--- config.mk ---
export PLATFORM = sky130hd
export DESIGN_NAME = timer_prog
export DESIGN_NICKNAME = d
export VERILOG_FILES = /design/src/rtl/timer_prog.sv
export SDC_FILE = /design/constraint.sdc
export NUM_CORES = 1
export LEC_CHECK = 0
export ABC_AREA = 1
export CORE_ASPECT_RATIO = 0.6
export CORE_MARGIN = 2
export CORE_UTILIZATION = 51
export DETAILED_ROUTE_END_ITERATION = 7
export HOLD_SLACK_MARGIN = 0.12
export PLACE_DENSITY = 0.79
export RECOVER_POWER = 100
export SLEW_MARGIN = 10
export SYNTH_ARGS = -nofsm -noshare
export SYNTH_HDL_FRONTEND = slang
export SYNTH_SLANG_ARGS = --single-unit
--- constraint.sdc ---
create_clock -name clk -period 2 [get_ports clk]
set_clock_uncertainty 0.05 [all_clocks]
set_input_delay 0.3 -clock clk [delete_from_list [all_inputs] [get_ports clk]]
set_output_delay 0.3 -clock clk [all_outputs]
set_load 0.05 [all_outputs]
--- src/rtl/timer_prog.sv ---
// timer_prog: CH independent N-bit timers (one-shot/periodic) sharing a PW-bit prescaler.
// Define TIMER_PROG_IRQ_EN to add sticky per-channel flags, irq_clr and a combined irq.
module timer_prog #(
    parameter int N  = 6,
    parameter int CH = 2,
    parameter int PW = 4
) (
    input  logic            clk,
    input  logic            res,
    input  logic            en,
    input  logic [PW-1:0]   presc,
    input  logic [CH-1:0]   start,
    input  logic [CH-1:0]   stop,
    input  logic [CH-1:0]   mode,
    input  logic [CH*N-1:0] t_max,
    output logic [CH*N-1:0] t,
    output logic [CH-1:0]   busy,
    output logic [CH-1:0]   done
`ifdef TIMER_PROG_IRQ_EN
    ,
    input  logic [CH-1:0]   irq_clr,
    output logic [CH-1:0]   flag,
    output logic            irq
`endif
);

    typedef enum logic {IDLE, RUN} state_t;

    localparam logic [N-1:0]  CNT_ONE = N'(1);
    localparam logic [PW-1:0] P_ONE   = PW'(1);

    logic [PW-1:0] p_q;
    logic          tick;

    // ">=" rather than "==" so lowering presc below the running count wraps at once
    assign tick = en && (p_q >= presc);

    always_ff @(posedge clk or posedge res) begin
        if (res) begin
            p_q <= '0;
        end else if (en) begin
            p_q <= tick ? '0 : p_q + P_ONE;
        end
    end

    for (genvar i = 0; i < CH; i++) begin : g_ch
        state_t       state_q, state_d;
        logic [N-1:0] cnt_q, cnt_d;
        logic [N-1:0] tmax_q, tmax_d;
        logic         mode_q, mode_d;
        logic         done_q, done_d;

        always_ff @(posedge clk or posedge res) begin
            if (res) begin
                state_q <= IDLE;
                cnt_q   <= '0;
                tmax_q  <= '0;
                mode_q  <= 1'b0;
                done_q  <= 1'b0;
            end else begin
                state_q <= state_d;
                cnt_q   <= cnt_d;
                tmax_q  <= tmax_d;
                mode_q  <= mode_d;
                done_q  <= done_d;
            end
        end

        // Priority: stop, then start, then terminal count.
        always_comb begin
            state_d = state_q;
            cnt_d   = cnt_q;
            tmax_d  = tmax_q;
            mode_d  = mode_q;
            done_d  = 1'b0;
            if (stop[i]) begin
                state_d = IDLE;
            end else if (start[i]) begin
                state_d = RUN;
                cnt_d   = '0;
                tmax_d  = t_max[i*N +: N];
                mode_d  = mode[i];
            end else if (state_q == RUN && tick) begin
                if (cnt_q != tmax_q) begin
                    cnt_d = cnt_q + CNT_ONE;
                end else begin
                    done_d = 1'b1;
                    if (mode_q) begin
                        cnt_d = '0;
                    end else begin
                        state_d = IDLE;
                    end
                end
            end
        end

        assign t[i*N +: N] = cnt_q;
        assign busy[i]     = (state_q == RUN);
        assign done[i]     = done_q;
    end

`ifdef TIMER_PROG_IRQ_EN
    logic [CH-1:0] flag_q;

    always_ff @(posedge clk or posedge res) begin
        if (res) begin
            flag_q <= '0;
        end else begin
            flag_q <= done | (flag_q & ~irq_clr);
        end
    end

    assign flag = flag_q;
    assign irq  = |flag_q;
`endif

endmodule

==> results.sh, run 1 <==
export IMPL_cts_buffer_depth=2
export IMPL_synth_edff_count=0
export IMPL_whs_ns=0.4766
export IMPL_critPathBufInv=1
export IMPL_n_fill_cell=322
export IMPL_ir_drop_v=0.0006758
export IMPL_grt_start_max_net_pins=35
export IMPL_seq_area_frac_synth_pct=42.24
export IMPL_design_die_area_um2=4485
export IMPL_route_vias_total=1670
export IMPL_num_io_pins=41
export IMPL_synth_area_per_cell_um2=8.359
export IMPL_antenna_left=0
export IMPL_worstPathMaxFanout=5
export IMPL_grt_pass1_vias=1589
export IMPL_die_y_um=52.68
export IMPL_hold_violations=0
export IMPL_synth_area_um2=2014
export IMPL_start_kind="register"
export IMPL_tightest_slew_ns=0.8351
export IMPL_cts_buffers_inserted=5
export IMPL_dpl_cell_count=328
export IMPL_critPathCaptureType="output pin"
export IMPL_max_freq_ghz=0.5146
export IMPL_hpwl_um=3211
export IMPL_antenna_found_initial=0
export IMPL_ctsRootBufferMaster="clkbuf_8"
export IMPL_clkLatencyLatePin_ns=0.30
export IMPL_slew_headroom_pct=44.33
export IMPL_finalMaxSlewViolations=0
export IMPL_clock_sinks=34
export IMPL_wl_per_cell_um=12.95
export IMPL_arrival_ns=1.59
export IMPL_portBuffers=40
export IMPL_clk_pin_slew_ns=0.07
export IMPL_synthTopCellsByArea="dfrtp_1 (42%), nand2_1 (11%), inv_1 (5.8%), nand3_1 (4.5%), ha_1 (4.3%)"
export IMPL_dr_pass1_iters=5
export IMPL_yosysMostFrequentCell="nand2_1"
export IMPL_start_util_pct=54.12
export IMPL_period_minus_slack_ns=1.943
export IMPL_core_um2=3722
export IMPL_synth_fp_nets=273
export IMPL_syn_inst=241
export IMPL_drive_above_1_share_pct=13.84
export IMPL_rows=17
export IMPL_grt_util_all_layers_pct=22.25
export IMPL_syn_to_final_growth_pct=26.96
export IMPL_synth_top_area_cell="dfrtp_1"
export IMPL_gp_congestion=0.8187
export IMPL_crit_family="buffers and inverters"
export IMPL_powerDensity_nw_per_um2=828.3
export IMPL_num_antenna_cells=0
export IMPL_ys_flop_type="dfrtp_1"
export IMPL_dr_first_iter_drc_count=126
export IMPL_yosysUniqueCellTypes=31
export IMPL_async_flop_share_pct=100.0
export IMPL_synth_warnings=0
export IMPL_crit_chain="clkdlybuf4s50_1"
export IMPL_setup_tns_final_ns=0
export IMPL_via_per_inst=4.970
export IMPL_crit_reg2reg_launch="p_q[0]"
export IMPL_cts_max_level=2
export IMPL_outcome="finished clean"
export IMPL_die_w_um=85.14
export IMPL_grt_first_pass_wirelength_um=7424
export IMPL_routed_wl_um=4350
export IMPL_grt_setup_unrepaired="false"
export IMPL_dp_slack_ns=-0.1004
export IMPL_worst_setup_path_type="reg2out"
export IMPL_synth_top_area_share_pct=42.24
export IMPL_synth_seq_cells=34
export IMPL_p_leak_nw=1.284
export IMPL_yosys_top_cells_count="nand2_1 (59), dfrtp_1 (34), inv_1 (31)"
export IMPL_hold_path_class="reg2reg"
export IMPL_utilization_pct=68.71
export IMPL_fin_nets=320
export IMPL_critPathSlowestCell="clkdlybuf4s50_1"
export IMPL_grt_ovfl_total=0
export IMPL_stdcell_count=336
export IMPL_critPathLaunch="g_ch[0].cnt_q[1]"
export IMPL_drc_errors=0
export IMPL_cap_violations=0
export IMPL_max_stage_delay_ns=0.84
export IMPL_finalSetupViolations=0
export IMPL_cts_tree="built"
export IMPL_fin_ws_ns=0.05667
export IMPL_worstHoldStart="g_ch[0].tmax_q[4]"
export IMPL_critPathRequiredTime_ns=1.65
export IMPL_period_share_pct=97.17
## worst paths after layout
path / end / slack (ns) / depth (start not counted)
max: t[1] / 0.06 / 1
min: g_ch[0].tmax_q[4] / 0.48 / 1
max in group asynchronous: g_ch[1].tmax_q[2] / 0.75 / 3
min in group asynchronous: g_ch[0].tmax_q[1] / 0.63 / 3
max reg2reg: g_ch[0].cnt_q[2] / 0.23 / 10
min reg2reg: g_ch[0].tmax_q[4] / 0.48 / 1
## final cells by class
| cell class | count | area [µm²] | area share [%] |
|---|---|---|---|
| Clock buffer | 5 | 68.82 | 2.691 |
| Timing Repair Buffer | 47 | 415.4 | 16.24 |
| Multi-Input combinational cell | 166 | 991.0 | 38.75 |
| Tap cell | 47 | 58.81 | 2.299 |
| Sequential cell | 34 | 850.8 | 33.27 |
| Inverter | 34 | 127.6 | 4.990 |
| Clock inverter | 3 | 45.04 | 1.761 |
## timing repair
item                       in CTS  in global routing
hold buffers                    0                  0
setup endpoints to repair       0                  4
gates resized for setup         0                  4
buffers inserted                0                  0
## flip-flops by register name (all words and copies together) (netlist names)
register	count
g_ch.cnt_q	12
p_q	4
g_ch.mode_q	2
g_ch.state_q	2
g_ch.done_q	2
g_ch.tmax_q	12
## power breakdown
part / switching, mW / internal [mW]
registers: 0.0813 / 0.778
logic: 0.360 / 0.247
clock network: 0.281 / 0.371
total: 0.723 / 1.40
## kinds of logic after synthesis
group / synth area share, %
AND/OR/NAND/NOR: 32.30
buffers and inverters: 8.571
adder cells (fa/ha/maj): 4.348
AO/OA/AOI/OAI: 2.981
multiplexers: 3.913
XOR/XNOR: 5.652
flip-flops: 42.24
## metal layers
metal | vias up | track usage (%) | share of wire, %
met5 | - | 0 | 0
met4 | 0 | 6.085 | 1.1
met3 | 6 | 6.614 | 6.5
met2 | 48 | 31.25 | 40
met1 | 766 | 33.03 | 53
li1 | 850 | - | -
## stage by stage
stage	area (µm²)	total power, mW
after floorplan	2014	1.288
after global placement	2479	1.465
after detailed placement	2479	1.488
after CTS	2592	2.133
after global routing	2557	2.243
final	2557	2.118
## placed cells by master (no fill, tap or decap), types with 2 or more instances in the layout
cell             Yosys  layout
clkdlybuf4s50_1      0      28
nand3_1             18      18
nand2_1             59      59
clkbuf_8             0       5
nor2_4               3       3
clkinv_1             2       2
nor2_1              21      21
o21ai_0              2       3
mux2_2               7       6
clkinvlp_4           0       2
xnor2_1              4       4
dfrtp_1             34      34
xor2_1               9       9
dlygate4sd3_1        0       7
nand3_2              2       2
clkbuf_1             0       6
buf_4                4       5
nand2_4              2       2
inv_1               31      31
ha_1                 7       7
nand2_2              6       6
a21oi_1              9       9
nand4_1              7       7
No activity file was read; power rests on OpenSTA's default activity.
==> run 2: changes to the inputs <==
Settings changed: CORE_UTILIZATION 51 to 50, PLACE_DENSITY 0.79 to 0.78.
==> run 2 against run 1 <==
Sequential power is essentially flat; largest power group unchanged; critical path type unchanged; global-route usage shrank 1.7 points; highest routed layer unchanged; design area shrank 0.98%; via count grew 0.90%; die area grew 1.9%; worst hold slack gained 0.0010 ns; final cell count shrank 0.60%; critical path depth is the same; setup slack lost 0.017 ns; utilization shrank 1.4 points.
==> results.sh, run 2 (same netlist as run 1, synthesis figures left out) <==
export IMPL_critPathRequiredTime_ns=1.65
export IMPL_grt_setup_unrepaired="false"
export IMPL_final_common_cell="nand2_1"
export IMPL_whs_ns=0.4777
export IMPL_dr_pass1_iters=4
export IMPL_grt_first_pass_wirelength_um=7051
export IMPL_critPathBufInv=1
export IMPL_dr_first_iter_drc_count=75
export IMPL_die_y_um=53.17
export IMPL_slew_headroom_pct=43.13
export IMPL_layout_common_cells="nand2_1 (59), dfrtp_1 (34), inv_1 (31)"
export IMPL_timing_rr_end="g_ch[1].cnt_q[2]"
export IMPL_stdcell_count=334
export IMPL_cts_post_setup_buffers_inserted=0
export IMPL_clock_sinks=34
export IMPL_cts_buffers_inserted=5
export IMPL_crit_family="buffers and inverters"
export IMPL_ctsRootBufferMaster="clkbuf_8"
export IMPL_via_per_inst=5.045
export IMPL_dpl_cell_count=327
export IMPL_grt_start_max_net_pins=35
export IMPL_cts_buffer_depth=2
export IMPL_largestRegisters="g_ch.cnt_q x12, g_ch.tmax_q x12, p_q x4"
export IMPL_grt_pass1_vias=1478
export IMPL_hold_path_class="reg2reg"
export IMPL_cap_violations=0
export IMPL_crit_chain="clkdlybuf4s50_1"
export IMPL_cts_hold_buf=0
export IMPL_max_freq_ghz=0.5100
export IMPL_gp_congestion=0.8279
export IMPL_core_um2=3765
export IMPL_final_area_um2=2532
export IMPL_num_io_pins=41
export IMPL_p_leak_nw=1.284
export IMPL_rrSetupSlack_ns=0.26
export IMPL_critPathCaptureType="output pin"
export IMPL_power_mw=1.953
export IMPL_arrival_ns=1.61
export IMPL_cts_max_level=2
export IMPL_route_vias_total=1685
export IMPL_place_area_um2=2471
export IMPL_antenna_found_initial=0
export IMPL_period_share_pct=98.03
export IMPL_hold_violations=0
export IMPL_critPathLaunch="g_ch[0].cnt_q[0]"
export IMPL_ir_drop_v=0.0003965
export IMPL_routed_wl_um=4307
export IMPL_drc_errors=0
export IMPL_grt_util_all_layers_pct=20.58
export IMPL_dp_slack_ns=-0.1034
export IMPL_rows=17
export IMPL_path_depth=1
export IMPL_hpwl_um=3299
export IMPL_cts_resized=1
export IMPL_syn_to_final_growth_pct=25.71
export IMPL_finalSetupViolations=0
export IMPL_wl_per_cell_um=12.90
export IMPL_clk_pin_slew_ns=0.07
export IMPL_fin_ws_ns=0.03938
export IMPL_r2r_cells=9
export IMPL_critPathCapture="t[0]"
export IMPL_finalMaxSlewViolations=0
export IMPL_cts_tree="built"
export IMPL_powerDensity_nw_per_um2=771.2
export IMPL_critPathSlowestCell="clkdlybuf4s50_1"
export IMPL_tightest_slew_ns=0.8531
export IMPL_start_kind="register"
export IMPL_worst_setup_path_type="reg2out"
export IMPL_outcome="finished clean"
export IMPL_die_w_um=85.95
export IMPL_portBuffers=40
export IMPL_drive_above_1_share_pct=13.59
export IMPL_n_fill_cell=327
export IMPL_fin_nets=319
export IMPL_start_util_pct=53.51
export IMPL_grt_ovfl_total=0
export IMPL_worstPathMaxFanout=6
export IMPL_design_die_area_um2=4569
export IMPL_max_stage_delay_ns=0.85
export IMPL_num_antenna_cells=0
export IMPL_crit_reg2reg_launch="p_q[0]"
export IMPL_clkLatencyLatePin_ns=0.28
export IMPL_period_minus_slack_ns=1.961
export IMPL_antenna_left=0
## run 2: changes by cell type in the layout (fill, tap and decap cells not counted), sizes merged
| cell | change |
|---|---|
| dlygate4sd2 | +1 |
| clkbuf | -3 |
| clkinvlp | -2 |
| clkdlybuf4s50 | +2 |
| clkinv | +2 |
| buf | -1 |
| bufinv | -1 |
## run 2: layout make-up
type | instances | area, µm² | share of cell area [%]
clock buffers | 5 | 68.82 | 2.717
clock inverters | 2 | 10.01 | 0.3953
inverters | 34 | 127.6 | 5.040
multi-input cells | 166 | 991.0 | 39.13
flip-flops and latches | 34 | 850.8 | 33.60
well taps | 47 | 58.81 | 2.322
repair buffers | 46 | 425.4 | 16.80
## run 2: per-layer routing
layer / track usage, % / wire [µm] / vias to the layer above / share of wire, %
met3: 5.460 / 259 / 3 / 6.0
met4: 3.968 / 15 / 0 / 0.35
li1: - / - / 848 / -
met5: 0 / 0 / - / 0
met1: 32.13 / 2329 / 786 / 54
met2: 28.04 / 1702 / 48 / 40
## run 2: where the power goes
group          internal, mW  total (mW)  leakage [nW]  switching (mW)
clock                 0.233       0.476        0.0438           0.243
sequential            0.778       0.862         0.429          0.0839
combinational         0.254       0.615         0.811           0.361
total                  1.27        1.95          1.28           0.688
## run 2: worst min path at each step
| stage | from | to | cells past startpoint |
|---|---|---|---|
| 3_3_place_gp | g_ch[0].tmax_q[4] | g_ch[0].tmax_q[4] | 1 |
| 5_1_grt | g_ch[1].tmax_q[5] | g_ch[1].tmax_q[5] | 2 |
| 4_1_cts | res | g_ch[0].tmax_q[2] | 3 |
| 3_5_place_dp | g_ch[0].tmax_q[4] | g_ch[0].tmax_q[4] | 1 |
| 2_1_floorplan | start[1] | g_ch[1].done_q | 1 |
| 6_report | g_ch[0].tmax_q[4] | g_ch[0].tmax_q[4] | 1 |
## run 2: metrics by stage
stage | TNS (ns) | util, %
floorplan | 0 | -
global placement | -0.4610 | 65.64
detailed placement | -0.9113 | 65.64
CTS | 0 | 67.70
global route | 0 | 67.26
finish | 0 | 67.26
==> run 3: changes to the inputs <==
Settings changed: ABC_AREA 1 to not set, PLACE_DENSITY 0.78 to 0.79.
==> run 3 against run 2 <==
Sequential share of layout area up 0.87 points; critical endpoint is now g_ch[0].cnt_q[4]; critical path depth up 7; clock power down 1%; flip-flop and latch count unchanged; design area down 2.5%; wire length down 6.4%; sequential power up 11%; non-clock buffer count up 8.
==> results.sh, run 3 <==
export IMPL_clkLatencyLatePin_ns=0.28
export IMPL_path_depth=8
export IMPL_grt_start_max_net_pins=35
export IMPL_grt_ovfl_total=0
export IMPL_ctsRootBufferMaster="clkbuf_8"
export IMPL_worstHoldStart="g_ch[1].mode_q"
export IMPL_crit_chain="clkdlybuf4s50_1 -> inv_1 -> ha_1 -> a2111oi_4 -> nor2_2 -> clkbuf_2 -> a31o_4 -> o22ai_2"
export IMPL_design_die_area_um2=4209
export IMPL_power_mw=2.406
export IMPL_rrSetupSlack_ns=0.05
export IMPL_via_per_inst=5.389
export IMPL_synth_edff_count=0
export IMPL_ir_drop_v=0.0006304
export IMPL_cts_max_level=2
export IMPL_final_common_cell="dfrtp_1"
export IMPL_r2r_cells=8
export IMPL_cts_buffers_inserted=5
export IMPL_arrival_ns=2.12
export IMPL_max_stage_delay_ns=0.46
export IMPL_critPathRequiredTime_ns=2.15
export IMPL_synth_fp_nets=209
export IMPL_clk_pin_slew_ns=0.06
export IMPL_tightest_slew_ns=0.8341
export IMPL_max_freq_ghz=0.5098
export IMPL_yosysUniqueCellTypes=40
export IMPL_crit_family="compound AO/OA/AOI/OAI gates"
export IMPL_synth_top_area_cell="dfrtp_1"
export IMPL_cts_hold_buf=0
export IMPL_fin_nets=265
export IMPL_p_int_mw=1.495
export IMPL_layout_common_cells="dfrtp_1 (34), clkdlybuf4s50_1 (27), inv_1 (18)"
export IMPL_yosysMostFrequentCell="dfrtp_1"
export IMPL_die_y_um=51.06
export IMPL_crit_reg2reg_launch="p_q[0]"
export IMPL_synth_seq_cells=34
export IMPL_synthTopCellsByArea="dfrtp_1 (46%), mux2_2 (8.5%), xor2_1 (5.7%), ha_1 (4.7%), inv_1 (4.1%)"
export IMPL_grt_util_all_layers_pct=21.54
export IMPL_critPathBufInv=3
export IMPL_worst_setup_path_type="in2reg"
export IMPL_timing_rr_end="g_ch[0].cnt_q[4]"
export IMPL_p_sw_uw=910.9
export IMPL_start_kind="input pin"
export IMPL_largestRegisters="g_ch.cnt_q x12, g_ch.tmax_q x12, p_q x4"
export IMPL_cts_buffer_depth=2
export IMPL_swShare_pct=37.87
export IMPL_async_flop_share_pct=100.0
export IMPL_cts_tree="built"
export IMPL_whs_path_depth=1
export IMPL_num_antenna_cells=0
export IMPL_antenna_found_initial=0
export IMPL_stdcell_count=280
export IMPL_hold_path_class="reg2reg"
export IMPL_cap_violations=0
export IMPL_portBuffers=40
export IMPL_clock_sinks=34
export IMPL_worstPathMaxFanout=6
export IMPL_drive_above_1_share_pct=19.74
export IMPL_powerDensity_nw_per_um2=974.4
export IMPL_grt_pass1_vias=1420
export IMPL_critPathSlowestCell="clkdlybuf4s50_1"
export IMPL_rows=17
export IMPL_grt_setup_unrepaired="true"
export IMPL_hold_violations=0
export IMPL_wl_per_cell_um=14.40
export IMPL_synth_top_area_share_pct=46.10
export IMPL_dpl_cell_count=272
export IMPL_synth_area_per_cell_um2=10.43
export IMPL_dr_first_iter_drc_count=162
export IMPL_start_util_pct=51.34
export IMPL_hold_end="g_ch[1].mode_q"
export IMPL_grt_first_pass_wirelength_um=6665
export IMPL_route_vias_total=1509
export IMPL_syn_inst=177
export IMPL_p_leak_nw=1.107
export IMPL_dr_pass1_iters=4
export IMPL_yosys_top_cells_count="dfrtp_1 (34), inv_1 (20), mux2_2 (14)"
export IMPL_num_io_pins=41
export IMPL_outcome="finished clean"
export IMPL_period_share_pct=98.07
export IMPL_syn_to_final_growth_pct=33.76
export IMPL_synth_warnings=0
export IMPL_finalMaxSlewViolations=0
export IMPL_finalSetupViolations=0
export IMPL_drc_errors=0
export IMPL_core_um2=3595
export IMPL_die_w_um=82.43
export IMPL_gp_congestion=0.8396
export IMPL_ys_flop_type="dfrtp_1"
export IMPL_synth_area_um2=1846
export IMPL_clkPwrFrac_pct=19.6
export IMPL_seqPwrFrac_pct=39.9
export IMPL_slew_headroom_pct=44.39
export IMPL_routed_wl_um=4031
export IMPL_setup_tns_final_ns=0
export IMPL_antenna_left=0
export IMPL_critPathCaptureType="register"
export IMPL_seq_area_frac_synth_pct=46.10
export IMPL_hpwl_um=3036
export IMPL_combPwrFrac_pct=40.5
export IMPL_utilization_pct=68.67
export IMPL_period_minus_slack_ns=1.961
run 3: what timing repair did:
item | CTS | global route
setup buffers | 0 | 1
pin swaps | 2 | 2
resized for setup | 2 | 20
endpoints found under the setup margin | 14 | 21
run 3: final cells by class:
class                      count  area, µm²
clock buffer                   7      76.32
fill                         293       1126
inverter                      20      75.07
multi-input combinational    118      947.2
sequential                    34      850.8
tap                           47      58.81
timing repair buffer          54      460.4
run 3: power groups by stage:
stage | sequential [mW] | clock [mW] | combinational [mW]
floorplan | 1.07 | 0 | 0.483
global placement | 0.961 | 0 | 0.919
detailed placement | 0.965 | 0 | 0.933
CTS | 0.957 | 0.473 | 0.951
global route | 0.977 | 0.521 | 1.07
finish | 0.960 | 0.471 | 0.975
run 3: cell families after synthesis:
group / Yosys count / synth area share (%)
AO/OA/AOI/OAI: 29 / 12.20
AND/OR/NAND/NOR: 52 / 14.71
XOR/XNOR: 13 / 6.170
adder cells (fa/ha/maj): 7 / 4.746
multiplexers: 17 / 10.17
buffers and inverters: 25 / 5.898
flip-flops: 34 / 46.10
run 3: worst max path at each step:
stage | from | to | slack (ns)
6_report | presc[3] | g_ch[0].cnt_q[4] | 0.04
3_3_place_gp | presc[0] | p_q[3] | -0.32
3_5_place_dp | presc[0] | g_ch[0].cnt_q[5] | -0.39
4_1_cts | g_ch[1].cnt_q[2] | t[8] | 0.002
2_1_floorplan | p_q[0] | p_q[3] | 0.03
5_1_grt | presc[2] | g_ch[0].cnt_q[1] | -0.05
run 3: per-layer routing:
layer / GRT usage (%) / routed length, µm
met5: 0 / 0
met4: 6.667 / 45
met3: 5.654 / 319
met2: 29.70 / 1597
met1: 32.69 / 2069
run 3: metrics by stage:
stage	setup slack, ns	hold slack (ns)	cell area (µm²)
after floorplan	0.02854	0.3131	1846
after global routing	-0.05194	0.4906	2469
after detailed placement	-0.3889	0.4453	2361
after global placement	-0.3226	0.4374	2361
after CTS	0.001867	0.3745	2450
final	0.03853	0.4574	2469
